## src/rtl/screen_fader.sv

```systemverilog
// Frame-synchronous brightness fader: scales renderer RGB by a fade level that only
// changes on vsync ticks, and registers RGB together with the sync/blank strobes.
module screen_fader #(
  parameter int unsigned FRAMES_PER_STEP = 2
) (
  input  logic       clk,
  input  logic       reset,
  input  logic [3:0] Red_in,
  input  logic [3:0] Green_in,
  input  logic [3:0] Blue_in,
  input  logic       hs,
  input  logic       vs,
  input  logic       active_nblank,
  input  logic       fade_out_req,
  input  logic       fade_in_req,
  output logic [3:0] Red,
  output logic [3:0] Green,
  output logic [3:0] Blue,
  output logic       hs_out,
  output logic       vs_out,
  output logic       nblank_out,
  output logic [4:0] level,
  output logic       busy,
  output logic       done
);

  localparam logic [1:0] StShown   = 2'd0;
  localparam logic [1:0] StFadeOut = 2'd1;
  localparam logic [1:0] StHidden  = 2'd2;
  localparam logic [1:0] StFadeIn  = 2'd3;

  localparam logic [7:0] LastCnt = 8'(FRAMES_PER_STEP - 1);

  logic [1:0] state_q, state_d;
  logic [4:0] level_q, level_d;
  logic [7:0] frame_cnt_q, frame_cnt_d;
  logic       vs_q;
  logic       done_d;
  logic       tick;

  // A tick marks the leading (falling) edge of each active-low vsync pulse.
  assign tick = vs_q & ~vs;

  function automatic logic [3:0] scale(input logic [3:0] c, input logic [4:0] l);
    logic [7:0] prod;
    prod = 8'(c) * 8'(l);
    return 4'(prod >> 4);
  endfunction

  always_comb begin
    state_d     = state_q;
    level_d     = level_q;
    frame_cnt_d = frame_cnt_q;
    done_d      = 1'b0;
    case (state_q)
      StShown: begin
        if (fade_out_req) begin
          state_d     = StFadeOut;
          frame_cnt_d = 8'd0;
        end
      end
      StHidden: begin
        if (fade_in_req) begin
          state_d     = StFadeIn;
          frame_cnt_d = 8'd0;
        end
      end
      StFadeOut: begin
        if (tick) begin
          if (frame_cnt_q == LastCnt) begin
            frame_cnt_d = 8'd0;
            level_d     = level_q - 5'd1;
            if (level_q == 5'd1) begin
              state_d = StHidden;
              done_d  = 1'b1;
            end
          end else begin
            frame_cnt_d = frame_cnt_q + 8'd1;
          end
        end
      end
      StFadeIn: begin
        if (tick) begin
          if (frame_cnt_q == LastCnt) begin
            frame_cnt_d = 8'd0;
            level_d     = level_q + 5'd1;
            if (level_q == 5'd15) begin
              state_d = StShown;
              done_d  = 1'b1;
            end
          end else begin
            frame_cnt_d = frame_cnt_q + 8'd1;
          end
        end
      end
      default: state_d = StShown;
    endcase
  end

  always_ff @(posedge clk) begin
    if (reset) begin
      state_q     <= StShown;
      level_q     <= 5'd16;
      frame_cnt_q <= 8'd0;
      vs_q        <= 1'b1;
      done        <= 1'b0;
      Red         <= 4'd0;
      Green       <= 4'd0;
      Blue        <= 4'd0;
      hs_out      <= 1'b1;
      vs_out      <= 1'b1;
      nblank_out  <= 1'b0;
    end else begin
      state_q     <= state_d;
      level_q     <= level_d;
      frame_cnt_q <= frame_cnt_d;
      vs_q        <= vs;
      done        <= done_d;
      // Scaling uses the registered level, so a step applies from the next pixel.
      Red         <= active_nblank ? scale(Red_in, level_q) : 4'd0;
      Green       <= active_nblank ? scale(Green_in, level_q) : 4'd0;
      Blue        <= active_nblank ? scale(Blue_in, level_q) : 4'd0;
      hs_out      <= hs;
      vs_out      <= vs;
      nblank_out  <= active_nblank;
    end
  end

  assign level = level_q;
  assign busy  = (state_q == StFadeOut) || (state_q == StFadeIn);

endmodule

```

## config.mk

```make
export PLATFORM = sky130hd
export DESIGN_NAME = screen_fader
export DESIGN_NICKNAME = d
export VERILOG_FILES = /design/src/rtl/screen_fader.sv
export SDC_FILE = /design/constraint.sdc
export NUM_CORES = 1
export LEC_CHECK = 0
export BUFFER_PORTS_ARGS = -buffer_cell sky130_fd_sc_hd__buf_2
export CAP_MARGIN = 20
export CORE_UTILIZATION = 58
export DETAILED_ROUTE_END_ITERATION = 8
export PLACE_DENSITY = 0.82
export SLEW_MARGIN = 10
export SYNTH_ARGS = -nofsm -noshare
export SYNTH_HDL_FRONTEND = slang
export SYNTH_SLANG_ARGS = --single-unit
```

## constraint.sdc

```tcl
create_clock -name clk -period 4.43 [get_ports clk]
set_input_delay 0.886 -clock clk [delete_from_list [all_inputs] [get_ports clk]]
set_output_delay 0.886 -clock clk [all_outputs]
set_load 0.1 [all_outputs]
```

Yosys cells after proc, flatten, opt, wreduce, memory -nomap -nowiden
Cells that the tools add are included.

Add/subtract/negate cells: 3. $mul: 3. Equal/unequal tests: 15. Mux-type cells: 26. Bitwise operators: 3. Reduce and logical (&&, ||, !) cells: 8.

Operators with widths (number): 2-to-1 mux 8 bit (4); multiplier 4 x 5 -> 8 bit (3); one-hot mux 8 bit (3 select lines) (1); 2-to-1 mux 5 bit (4); 2-to-1 mux 2 bit (8); inequality test 2 bit, second input constant (8); one-hot mux 5 bit (2 select lines) (1); adder 8 x 1 -> 8 bit, second input constant (1); == test 8 x 1 -> 1 bit, second input constant (1); one-hot mux 2 bit (4 select lines) (1); AND reduction 8 bit (1); 2-to-1 mux 1 bit (6); adder 5 x 1 -> 5 bit, second input constant (1); == test 5 x 1 -> 1 bit, second input constant (1); == test 5 x 4 -> 1 bit, second input constant (1); AND reduction 5 bit (1); subtractor 5 x 1 -> 5 bit, second input constant (1); == test 2 bit, second input constant (2); OR reduction 2 bit (2); AND reduction 3 bit (1); == test 2 x 1 -> 1 bit, second input constant (1); zero test 2 bit (1); inequality test 2 x 1 -> 1 bit, second input constant (1); inverter 1 bit (2); other kinds (4) (4).

Bits in registers: 31. Input bits: 19. Output and inout bits: 22. Logic and storage cells: 68.

Depth between registers and ports, before layout
Gate-level depths: netlist of run 1.

Depth after elaboration: 5. Mapped depth: 12. Gate-level depth less buffers: 10.

Worst setup path after synthesis of run 1
OpenSTA, ideal clock, no wires.

Path type: register to register. Start point: register level_q[1], in the netlist level[1]. End point: register Green[3]. Library setup time: 74 ps. Data arrival time: 3663 ps. Required time: 4356 ps. Setup slack: 692 ps. Cell stages (with the launch flop): 12. Buffers on the path: 2. Clock period less this slack: 3738 ps. Cells stage by stage: dfxtp_1 clkbuf_1 clkbuf_1 nand2_1 fa_1 inv_1 fa_1 ha_1 nand4_1 o2111ai_1 a2111o_1 o21ai_0.

Cells in the longest elaborated chain, start to end: 1.

Ends and longest elaborated chain: from (decl) (RTL line 35) `logic [4:0] level_q, level_d;`; from (signal assigned) (RTL line 115) `level_q <= level_d;`; multiplier 4 x 5 -> 8 bit (RTL line 46) `prod = 8'(c) * 8'(l);`; to (signal assigned) (RTL line 121) `Green <= active_nblank ? scale(Green_in, level_q) : 4'd0;`; to (decl) (RTL line 17) `output logic [3:0] Green,`.

Every way passes these cells. A chain may end at the register's enable or synchronous reset.

Worst setup path after layout of run 1
Start point: input port Red_in[3]. End point: register Red[3].

Cells in the longest elaborated chain, start to end: 1.

Ends and longest elaborated chain: from (decl) (RTL line 8) `input logic [3:0] Red_in,`; multiplier 4 x 5 -> 8 bit (RTL line 46); to (signal assigned) (RTL line 120) `Red <= active_nblank ? scale(Red_in, level_q) : 4'd0;`; to (decl) (RTL line 16) `output logic [3:0] Red,`.

Every way passes these cells.

==> results of run 1 <==
[sequential cells by signal, indices dropped and copies added, names as in the netlist]
signal,count
frame_cnt_q,8
level,5
Blue,4
Green,4
Red,4
state_q,2
done,1
hs_out,1
nblank_out,1
vs_q,1
[worst reg2reg max path, cell delays in order (launching register included)]
cell and delay [ns]:
sky130_fd_sc_hd__dfxtp_1 0.76, sky130_fd_sc_hd__nand2_1 0.18, sky130_fd_sc_hd__fa_1 0.54, sky130_fd_sc_hd__inv_1 0.05, sky130_fd_sc_hd__fa_1 0.47, sky130_fd_sc_hd__ha_1 0.30, sky130_fd_sc_hd__nand4_1 0.14, sky130_fd_sc_hd__o2111ai_1 0.22
sky130_fd_sc_hd__a2111o_1 0.47, sky130_fd_sc_hd__o21ai_0 0.07
[final cells by class]
type                       instances  area (um^2)
clock buffer                       8          100
fill                             360         1390
inverter                          26         97.6
multi-input combinational        247         1970
sequential                        31          621
tap                               52         65.1
timing repair buffer              40          200
[synth_stat cells (2+ instances only)]
library cell,n
sky130_fd_sc_hd__ha_1,37
sky130_fd_sc_hd__and2_1,33
sky130_fd_sc_hd__dfxtp_1,31
sky130_fd_sc_hd__nand2_1,30
sky130_fd_sc_hd__inv_1,25
sky130_fd_sc_hd__a21oi_1,15
sky130_fd_sc_hd__fa_1,15
sky130_fd_sc_hd__xnor2_1,14
sky130_fd_sc_hd__nor2_1,12
sky130_fd_sc_hd__o21ai_0,10
sky130_fd_sc_hd__clkbuf_1,8
sky130_fd_sc_hd__nand4_1,7
sky130_fd_sc_hd__or3_1,7
sky130_fd_sc_hd__nor3_1,6
sky130_fd_sc_hd__a211oi_1,5
sky130_fd_sc_hd__nand3_1,5
sky130_fd_sc_hd__o211ai_1,5
sky130_fd_sc_hd__o21bai_1,5
sky130_fd_sc_hd__a2111o_1,4
sky130_fd_sc_hd__nand2b_1,4
sky130_fd_sc_hd__nor2b_1,3
sky130_fd_sc_hd__o2111ai_1,3
sky130_fd_sc_hd__a31oi_1,2
sky130_fd_sc_hd__and2b_1,2
sky130_fd_sc_hd__and3_1,2
sky130_fd_sc_hd__buf_1,2
sky130_fd_sc_hd__mux2i_1,2
sky130_fd_sc_hd__nand3b_1,2
sky130_fd_sc_hd__o31ai_1,2
sky130_fd_sc_hd__or2_2,2
[through the flow]
stage	cell area (um^2)	total power, W	hold WS (ns)	setup slack [ns]
finish	3050	0.000957	0.488	1.08
global route	3050	0.00101	0.515	0.917
CTS	3050	0.000960	0.490	1.10
detailed placement	2950	0.000707	0.480	0.802
global placement	2950	0.000697	0.471	0.895
floorplan	2730	0.000631	0.452	0.692
[metal layers]
metal / part of all wire, % / vias to the layer above / global-route usage [%]
met4: 1.5 / 0 / 8.67
met3: 4.3 / 9 / 4.56
met1: 44 / 1123 / 29.3
met5: 0 / - / 0
li1: - / 1157 / -
met2: 50 / 61 / 45.7
[logic make-up after synthesis]
family,count (synthesis),share of synthesized area [%]
multiplexers,2,0.735
XOR/XNOR,14,4.50
buffers and inverters,36,4.96
adder cells (fa/ha/maj),52,28.0
AO/OA/AOI/OAI,54,13.3
flip-flops,31,22.8
AND/OR/NAND/NOR,125,25.8
[how the worst max path moves through the flow]
stage,to,from,slack (ns),depth (start not counted)
6_report,Red[3],Red_in[3],1.08,11
5_1_grt,Red[3],Red_in[3],0.92,11
4_1_cts,Red[3],Red_in[3],1.10,11
3_5_place_dp,Red[3],Red_in[3],0.80,11
3_3_place_gp,Red[3],Red_in[3],0.90,11
2_1_floorplan,Green[3],level[1],0.69,11
[power by group]
group / internal (W) / switching [W] / total, W
clock: 0.000142 / 0.000108 / 0.000250
sequential: 0.000300 / 0.0000236 / 0.000323
combinational: 0.000115 / 0.000268 / 0.000384
==> flow_summary_export.csv, run 1 <==
group,metric,value,unit
global_route,grt_max_degree,21,
critical_path,critical_path_arrival,3.56,ns
drt,ant_nets_after_route,0,
critical_path,path_cells,"buf_2 > and2_1 > fa_1 > inv_1 > fa_1 > inv_1 > ha_1 > nand3_1 > o2111ai_1 > a2111o_1 > o21ai_0",
synth,synth-async-reset-ratio,0,%
critical_path,critPathMaxStageDelay,0.53,ns
placement,placed_cells_incl_taps,396,
synth,synth-seq-area-share,22.8,%
clock_network,numCtsBuffers,5,
clock_network,cts_buffer_depth,2,
synth,synthesis.yosys.warnings,0,
drt,sum_of_routed_wire_length_over_all_layers,5.82,mm
floorplanning,die-height,70.5,um
drt,drt_pre_antenna_iters,6,
synth,syn_avg_cell_area,8.68,um^2
drt,vias_per_cell,5.82,
critical_path,path_buf_inv,3,
critical_path,worst_r2r_end,"Red[3]",
finish,final_net_count,422,
timing,max_clock_freq,0.299,GHz
timing,fin_crit_sh,75.5,%
placement,place.detailed.hpwl,4.36,mm
clock_network,cts.repair.resized,0,
clock_network,cts_root_buf,"sky130_fd_sc_hd__clkbuf_8",
outcome,failed_checks,"DRC",
drt,detail_route.drc_violations,6,
clock_network,tritoncts_clock_tree,"done",
global_route,initial_antenna_violation_count,0,
clock_network,number_of_sinks_handled_by_clock_tree_synthesis,31,
synth,synth.top_cells.by_area,"sky130_fd_sc_hd__dfxtp_1 (23%), sky130_fd_sc_hd__ha_1 (17%), sky130_fd_sc_hd__fa_1 (11%), sky130_fd_sc_hd__and2_1 (7.6%), sky130_fd_sc_hd__xnor2_1 (4.5%)",
critical_path,critical-path-slowest-cell,"sky130_fd_sc_hd__fa_1",
timing,rsz0062_at_grt,"false",
global_route,first_global_vias,2276,
pwr,leakage,1.43,nW
timing,tightest_slew,0.687,ns
drt,vias,2350,
placement,gp_congestion,0.839,
finish,post_route_cells_drive_above_1_share,16.2,%
synth,synthesis.instances,314,
floorplanning,floorplan.io_pins,41,
synth,syn_area,2730,um^2
hold_path,worst_hold_path.endpoint,"frame_cnt_q[7]",
critical_path,setup.reg_to_reg.worst_slack,1.17,ns
critical_path,worstRegToRegCells,9,
finish,layout.cells.most_common_list,"sky130_fd_sc_hd__buf_2 (40), sky130_fd_sc_hd__ha_1 (37), sky130_fd_sc_hd__and2_1 (33)",
synth,yosys_most_used_dff,"sky130_fd_sc_hd__dfxtp_1",
timing,final_setup_violation_count,0,
floorplanning,dieWidth,70.5,um
clock_network,cts_setup_buffers,0,
global_route,grt_first_pass_wirelength,9.84,mm
finish,final_core_utilization,68.7,%
floorplanning,placement_rows,24,
clock_network,path_clk_slew,0.06,ns
floorplanning,floorplan.initialDensity,61.3,%
finish,area_growth,12.0,%
synth,syn-num-nets,385,
critical_path,crit_path_end_kind,"flop",
synth,ys_seq_elements,31,
clock_network,h-tree-depth,2,
finish,antenna_cell_count,0,
pwr,ir_worst_vdd,0.210,mV
clock_network,clk-insertion-delay-late,0.29,ns
finish,instances_no_fill,404,
drt,wl_per_cell,14.4,um
timing,final_max_slew_viol_count,0,
critical_path,crit_path_start_kind,"input port",
timing,timing.max_slew.rel_slack,54.1,%
timing,setup-tns-final,0,ns
placement,port_buffers,40,
floorplanning,die_area,4980,um^2
critical_path,path_delay_family,"adder cells",
synth,synth_largest_area_cell,"sky130_fd_sc_hd__dfxtp_1",
synth,synth.lib_cells_used.distinct,44,
synth,synth_edf_count,0,
critical_path,timing.setup.critical_path_class,"in -> reg",
drt,dr.first_iter.drc_count,156,
critical_path,path_max_fanout,5,
hold_path,holdPathStages,2,
floorplanning,coreArea,4440,um^2
global_route,globalRouteTotalUtil,24.9,%
synth,proportion_of_netlist_area_held_by_the_largest_area_contributor,22.8,%
clock_network,cts.hold.buffers_added,0,
critical_path,critical_path_required,4.64,ns
flow_run,max_cap_violations,0,
timing,period_minus_ws_final,3.35,ns
hold_path,worstHoldStart,"frame_cnt_q[7]",
pwr,cellPowerDensity,313,nW/um^2
timing,total_count_of_hold_check_failures_in_the_final_report,0,
hold_path,min_path_type,"reg -> reg",
critical_path,timing.rr.start,"level[1]",
outcome,outcome,"finished with violations",
timing,fin_skew,0.00607,ns
global_route,global_route_congestion_overflow_total,0,
finish,final_common_cell,"sky130_fd_sc_hd__buf_2",
No activity file was read; power rests on OpenSTA's default activity.
==> inputs of run 2 (changes only) <==
--- a/config.mk
+++ b/config.mk
@@ -7,9 +7,9 @@
 export LEC_CHECK = 0
 export BUFFER_PORTS_ARGS = -buffer_cell sky130_fd_sc_hd__buf_2
 export CAP_MARGIN = 20
-export CORE_UTILIZATION = 58
+export CORE_UTILIZATION = 52
 export DETAILED_ROUTE_END_ITERATION = 8
-export PLACE_DENSITY = 0.82
+export PLACE_DENSITY = 0.78
 export SLEW_MARGIN = 10
 export SYNTH_ARGS = -nofsm -noshare
 export SYNTH_HDL_FRONTEND = slang
==> constraint.sdc (replaced) <==
create_clock -name clk -period 2.9 [get_ports clk]
set_input_delay 0.58 -clock clk [delete_from_list [all_inputs] [get_ports clk]]
set_output_delay 0.58 -clock clk [all_outputs]
set_load 0.1 [all_outputs]
==> run 2 against run 1 <==
  * The flow now finishes without violations
  * Global-route usage decreased by 1.7 points
  * Clock power increased by 77%
  * Via count increased by 0.51%
  * Final cell count increased by 7.9%
  * Sequential share of layout area decreased by 1.3 points
  * Die area increased by 11%
  * Critical path depth decreased by 1
  * Cell area increased by 10%
  * Setup slack got worse by 0.92 ns
  * Non-clock buffer count increased by 17
  * Critical endpoint is now Green[3]
  * Register-to-register slack got worse by 1.0 ns
  * Total power increased by 62%
==> flow_summary_export.csv, run 2 (synthesis gave the netlist of run 1 again) <==
group,metric,value,unit
drt,wl_per_cell,13.0,um
pwr,cellPowerDensity,462,nW/um^2
clock_network,clk-insertion-delay-late,0.29,ns
timing,fin_crit_sh,94.3,%
drt,sum_of_routed_wire_length_over_all_layers,5.68,mm
timing,final_max_slew_viol_count,0,
clock_network,path_clk_slew,0.06,ns
global_route,grt_first_pass_wirelength,9.94,mm
pwr,leakage,1.52,nW
floorplanning,die_area,5530,um^2
finish,final_common_cell,"sky130_fd_sc_hd__buf_2",
hold_path,holdPathStages,2,
clock_network,cts.repair.resized,0,
timing,rsz0062_at_grt,"false",
global_route,grt_max_degree,21,
finish,regMostFlops,"frame_cnt_q",
global_route,initial_antenna_violation_count,0,
critical_path,critical_path_arrival,2.95,ns
floorplanning,placement_rows,25,
floorplanning,floorplan.io_pins,41,
critical_path,crit_path_end_kind,"flop",
critical_path,crit_path_start_kind,"flop",
finish,area_growth,23.2,%
clock_network,number_of_sinks_handled_by_clock_tree_synthesis,31,
pwr,power.total,0.00155,W
finish,largest_register_ff_count,8,
placement,port_buffers,40,
timing,tightest_slew,0.675,ns
critical_path,path_max_fanout,18,
timing,total_count_of_hold_check_failures_in_the_final_report,0,
flow_run,max_cap_violations,0,
finish,post_route_cells_drive_above_1_share,29.0,%
timing,fin_skew,0.00868,ns
clock_network,h-tree-depth,2,
placement,gp_congestion,0.778,
clock_network,numCtsBuffers,5,
global_route,global_route_congestion_overflow_total,0,
placement,place.detailed.hpwl,4.29,mm
finish,final_net_count,439,
critical_path,worstRegToRegCells,10,
clock_network,cts_setup_buffers,0,
clock_network,tritoncts_clock_tree,"done",
hold_path,min_path_type,"in -> reg",
critical_path,critical_path_required,3.11,ns
drt,vias_per_cell,5.42,
floorplanning,coreArea,4880,um^2
finish,final_core_utilization,68.8,%
clock_network,cts_buffer_depth,2,
clock_network,cts_root_buf,"sky130_fd_sc_hd__clkbuf_8",
drt,vias,2362,
floorplanning,dieWidth,74.4,um
timing,timing.max_slew.rel_slack,54.8,%
drt,detail_route.drc_violations,0,
finish,filler_cell_count,402,
timing,final_setup_violation_count,0,
floorplanning,die-height,74.4,um
critical_path,timing.setup.critical_path_class,"reg -> reg",
finish,layout.cells.most_common_list,"sky130_fd_sc_hd__buf_2 (40), sky130_fd_sc_hd__ha_1 (32), sky130_fd_sc_hd__and2_1 (28)",
floorplanning,floorplan.initialDensity,55.8,%
timing,max_clock_freq,0.366,GHz
timing,period_minus_ws_final,2.74,ns
drt,dr.first_iter.drc_count,115,
drt,ant_nets_after_route,0,
drt,drt_pre_antenna_iters,5,
clock_network,cts.hold.buffers_added,0,
outcome,outcome,"completed",
global_route,first_global_vias,2277,
pwr,ir_worst_vdd,0.333,mV
finish,antenna_cell_count,0,
global_route,globalRouteTotalUtil,23.2,%
run 2: cell types whose count changed in the layout (fill, tap and decap cells not counted), sizes merged:
cell,previous run,this run
clkinv,0,1
buf,40,57
clkbuf,8,6
bufinv,0,1
run 2: through the flow:
step | setup slack, ns | hold slack, ns | TNS (ns) | area, um^2 | std cells
after floorplan | -0.0558 | 0.452 | -0.208 | 2910 | 314
after global placement | -0.0661 | 0.471 | -0.254 | 3240 | 428
after detailed placement | -0.145 | 0.476 | -0.533 | 3240 | 428
after CTS | 0.149 | 0.469 | 0 | 3360 | 436
after global routing | 0.0399 | 0.473 | 0 | 3360 | 436
final | 0.164 | 0.475 | 0 | 3360 | 436
run 2: path summary, 6_finish.rpt:
path | slack (ns) | start | endpoint
setup / recovery | 0.16 | level[3] | Green[3]
hold / removal | 0.48 | hs | hs_out
setup reg to reg | 0.16 | level[3] | Green[3]
hold reg to reg | 0.49 | frame_cnt_q[7] | frame_cnt_q[7]
run 2: worst max-delay path: stages (launching register included):
cell and delay (ns):
sky130_fd_sc_hd__dfxtp_4 0.41, sky130_fd_sc_hd__and2_1 0.17, sky130_fd_sc_hd__fa_1 0.53, sky130_fd_sc_hd__inv_1 0.05, sky130_fd_sc_hd__fa_1 0.49, sky130_fd_sc_hd__inv_2 0.05, sky130_fd_sc_hd__ha_4 0.21, sky130_fd_sc_hd__nand4_1 0.12
sky130_fd_sc_hd__o2111ai_2 0.17, sky130_fd_sc_hd__a2111o_1 0.39, sky130_fd_sc_hd__o21ai_1 0.08
run 2: cell type report:
cell class,count,area [um^2],area share (%)
timing repair buffer,57,328,9.77
sequential,31,639,19.0
clock inverter,2,35.0,1.04
tap,67,83.8,2.50
multi-input combinational,247,2090,62.3
inverter,26,97.6,2.91
clock buffer,6,82.6,2.46
run 2: power by group:
| group | total, W | switching (W) | internal (W) | leakage (nW) |
|---|---|---|---|---|
| Sequential | 0.000491 | 0.0000356 | 0.000456 | 0.256 |
| Combinational | 0.000617 | 0.000416 | 0.000200 | 1.21 |
| Clock | 0.000442 | 0.000164 | 0.000278 | 0.0612 |
run 2: layer usage:
layer | GRT usage [%] | routed length, um
met1 | 29.1 | 2630
met2 | 41.9 | 2780
met3 | 3.66 | 209
met4 | 5.03 | 53
met5 | 0 | 0
==> inputs of run 3 (changes only) <==
--- a/config.mk
+++ b/config.mk
@@ -5,6 +5,7 @@
 export SDC_FILE = /design/constraint.sdc
 export NUM_CORES = 1
 export LEC_CHECK = 0
+export ABC_CLOCK_PERIOD_IN_PS = 2900
 export BUFFER_PORTS_ARGS = -buffer_cell sky130_fd_sc_hd__buf_2
 export CAP_MARGIN = 20
 export CORE_UTILIZATION = 52
==> constraint.sdc (replaced) <==
create_clock -name clk -period 2.9 [get_ports clk]
set_input_delay 0.87 -clock clk [delete_from_list [all_inputs] [get_ports clk]]
set_output_delay 0.87 -clock clk [all_outputs]
set_load 0.1 [all_outputs]
==> run 3 against run 2 <==
  * The run now ends with setup timing left
  * Global-route usage is 1.3 points higher
  * Clock-buffer cell count stayed put
  * Combinational power is 4.5% higher
  * Critical endpoint unchanged
  * Setup slack worse by 0.27 ns
  * Sequential share of layout area is 0.70 points lower
  * Highest routed layer unchanged
  * Critical path depth is 1 higher
  * Final cell count is 2.3% higher
==> flow_summary_export.csv, run 3 (synthesis gave the netlist of run 1 again) <==
group,metric,value,unit
outcome,outcome,"finished with violations",
outcome,failed_checks,"setup timing",
timing,postLayoutSetupSlackWorst,-0.108,ns
timing,tightest_slew,0.603,ns
drt,dr.first_iter.drc_count,111,
floorplanning,floorplan.io_pins,41,
finish,post_route_cells_drive_above_1_share,29.6,%
placement,place.detailed.hpwl,4.51,mm
finish,regMostFlops,"frame_cnt_q",
clock_network,cts_root_buf,"sky130_fd_sc_hd__clkbuf_8",
global_route,grt_max_degree,21,
pwr,leakage,1.60,nW
critical_path,crit_path_end_kind,"flop",
placement,dp_worst_setup_slack,-0.440,ns
pwr,power.switching_fraction,42.5,%
drt,vias,2400,
drt,detail_route.drc_violations,0,
critical_path,critical_path_required,3.12,ns
floorplanning,die-height,74.4,um
clock_network,path_clk_slew,0.07,ns
timing,fin_crit_sh,104,%
finish,final_net_count,449,
timing,total_count_of_hold_check_failures_in_the_final_report,0,
finish,final_common_cell,"sky130_fd_sc_hd__ha_1",
pwr,p_int,0.000839,W
global_route,globalRouteTotalUtil,24.5,%
drt,sum_of_routed_wire_length_over_all_layers,6.14,mm
clock_network,cts_buffer_depth,2,
timing,max_clock_freq,0.332,GHz
pwr,ir_worst_vdd,0.268,mV
pwr,sequential_group_share_of_total_power,33.8,%
floorplanning,coreArea,4880,um^2
timing,rsz0062_at_grt,"true",
timing,final_max_slew_viol_count,0,
finish,largest_register_ff_count,8,
finish,antenna_cell_count,0,
global_route,grt_first_pass_wirelength,10.3,mm
global_route,first_global_vias,2360,
drt,ant_nets_after_route,0,
drt,drt_pre_antenna_iters,4,
pwr,power.total,0.00146,W
timing,period_minus_ws_final,3.01,ns
timing,setup-tns-final,-0.361,ns
pwr,clock_power_share,21.9,%
clock_network,clk-insertion-delay-late,0.29,ns
clock_network,numCtsBuffers,5,
floorplanning,floorplan.initialDensity,55.8,%
placement,port_buffers,40,
critical_path,timing.setup.critical_path_class,"in -> reg",
clock_network,tritoncts_clock_tree,"done",
pwr,comb_power_share,44.2,%
pwr,cellPowerDensity,422,nW/um^2
critical_path,critical_path_arrival,3.22,ns
clock_network,number_of_sinks_handled_by_clock_tree_synthesis,31,
hold_path,min_path_type,"reg -> reg",
critical_path,crit_path_start_kind,"input port",
timing,timing.max_slew.rel_slack,59.6,%
floorplanning,die_area,5530,um^2
clock_network,h-tree-depth,2,
floorplanning,placement_rows,25,
drt,wl_per_cell,13.8,um
drt,vias_per_cell,5.38,
global_route,initial_antenna_violation_count,0,
timing,fin_skew,0.00696,ns
floorplanning,dieWidth,74.4,um
finish,filler_cell_count,386,
flow_run,max_cap_violations,0,
finish,layout.cells.most_common_list,"sky130_fd_sc_hd__ha_1 (33), sky130_fd_sc_hd__buf_2 (32), sky130_fd_sc_hd__buf_4 (28)",
pwr,total_switching_power,0.000619,W
global_route,global_route_congestion_overflow_total,0,
finish,area_growth,26.9,%
placement,gp_congestion,0.787,
critical_path,path_max_fanout,3,
timing,final_setup_violation_count,8,
finish,final_core_utilization,70.9,%
## run 3: metal layers
layer  track usage [%]  vias to the layer above  routed length, um
met5                 0                        -                  0
li1                  -                     1214                  -
met4              7.76                        0                110
met1              28.6                     1120               2560
met3              4.47                       11                260
met2              45.0                       55               3210
## run 3: worst paths after layout
kind / start / to / slack, ns / depth (start not counted)
hold / removal: frame_cnt_q[1] / frame_cnt_q[1] / 0.49 / 2
hold reg to reg: frame_cnt_q[1] / frame_cnt_q[1] / 0.49 / 2
setup reg to reg: level[3] / Green[3] / 0.12 / 10
setup / recovery: Green_in[1] / Green[3] / -0.11 / 11
## run 3: critical path, cell delays in order
cell and delay [ns]:
sky130_fd_sc_hd__buf_6 0.09, sky130_fd_sc_hd__and2_4 0.15, sky130_fd_sc_hd__fa_1 0.53, sky130_fd_sc_hd__inv_1 0.05
sky130_fd_sc_hd__fa_1 0.49, sky130_fd_sc_hd__inv_2 0.05, sky130_fd_sc_hd__ha_4 0.22, sky130_fd_sc_hd__nand4_1 0.14
sky130_fd_sc_hd__o2111ai_2 0.15, sky130_fd_sc_hd__a2111o_1 0.39, sky130_fd_sc_hd__o21ai_1 0.09
## run 3: final cells by class
type / instances / area, um^2 / area share (%)
Multi-Input combinational cell: 247 / 2110 / 60.9
Clock buffer: 6 / 72.6 / 2.10
Timing Repair Buffer: 67 / 457 / 13.2
Tap cell: 67 / 83.8 / 2.42
Clock inverter: 2 / 7.51 / 0.217
Sequential cell: 31 / 634 / 18.3
Inverter: 26 / 97.6 / 2.82
## run 3: through the flow
stage / cells / instance area (um^2) / hold WS (ns)
finish: 446 / 3460 / 0.494
global route: 446 / 3460 / 0.521
CTS: 444 / 3410 / 0.497
detailed placement: 432 / 3220 / 0.488
global placement: 432 / 3220 / 0.468
floorplan: 314 / 2840 / 0.452
## run 3: power by group through the flow
stage | Combinational [W] | Sequential, W | Clock (W)
finish | 0.000645 | 0.000494 | 0.000320
global route | 0.000704 | 0.000498 | 0.000351
CTS | 0.000629 | 0.000492 | 0.000325
detailed placement | 0.000614 | 0.000502 | 0
global placement | 0.000593 | 0.000500 | 0
floorplan | 0.000382 | 0.000596 | 0
## run 3: what timing repair did
| item | 4_1_cts | 5_1_grt |
|---|---|---|
| buffers inserted | 4 | 2 |
| setup endpoints to repair | 9 | 12 |
| hold endpoints to repair | 0 | 0 |
| pin swaps | 9 | 9 |
| hold buffers | 0 | 0 |
| gates resized for setup | 16 | 10 |
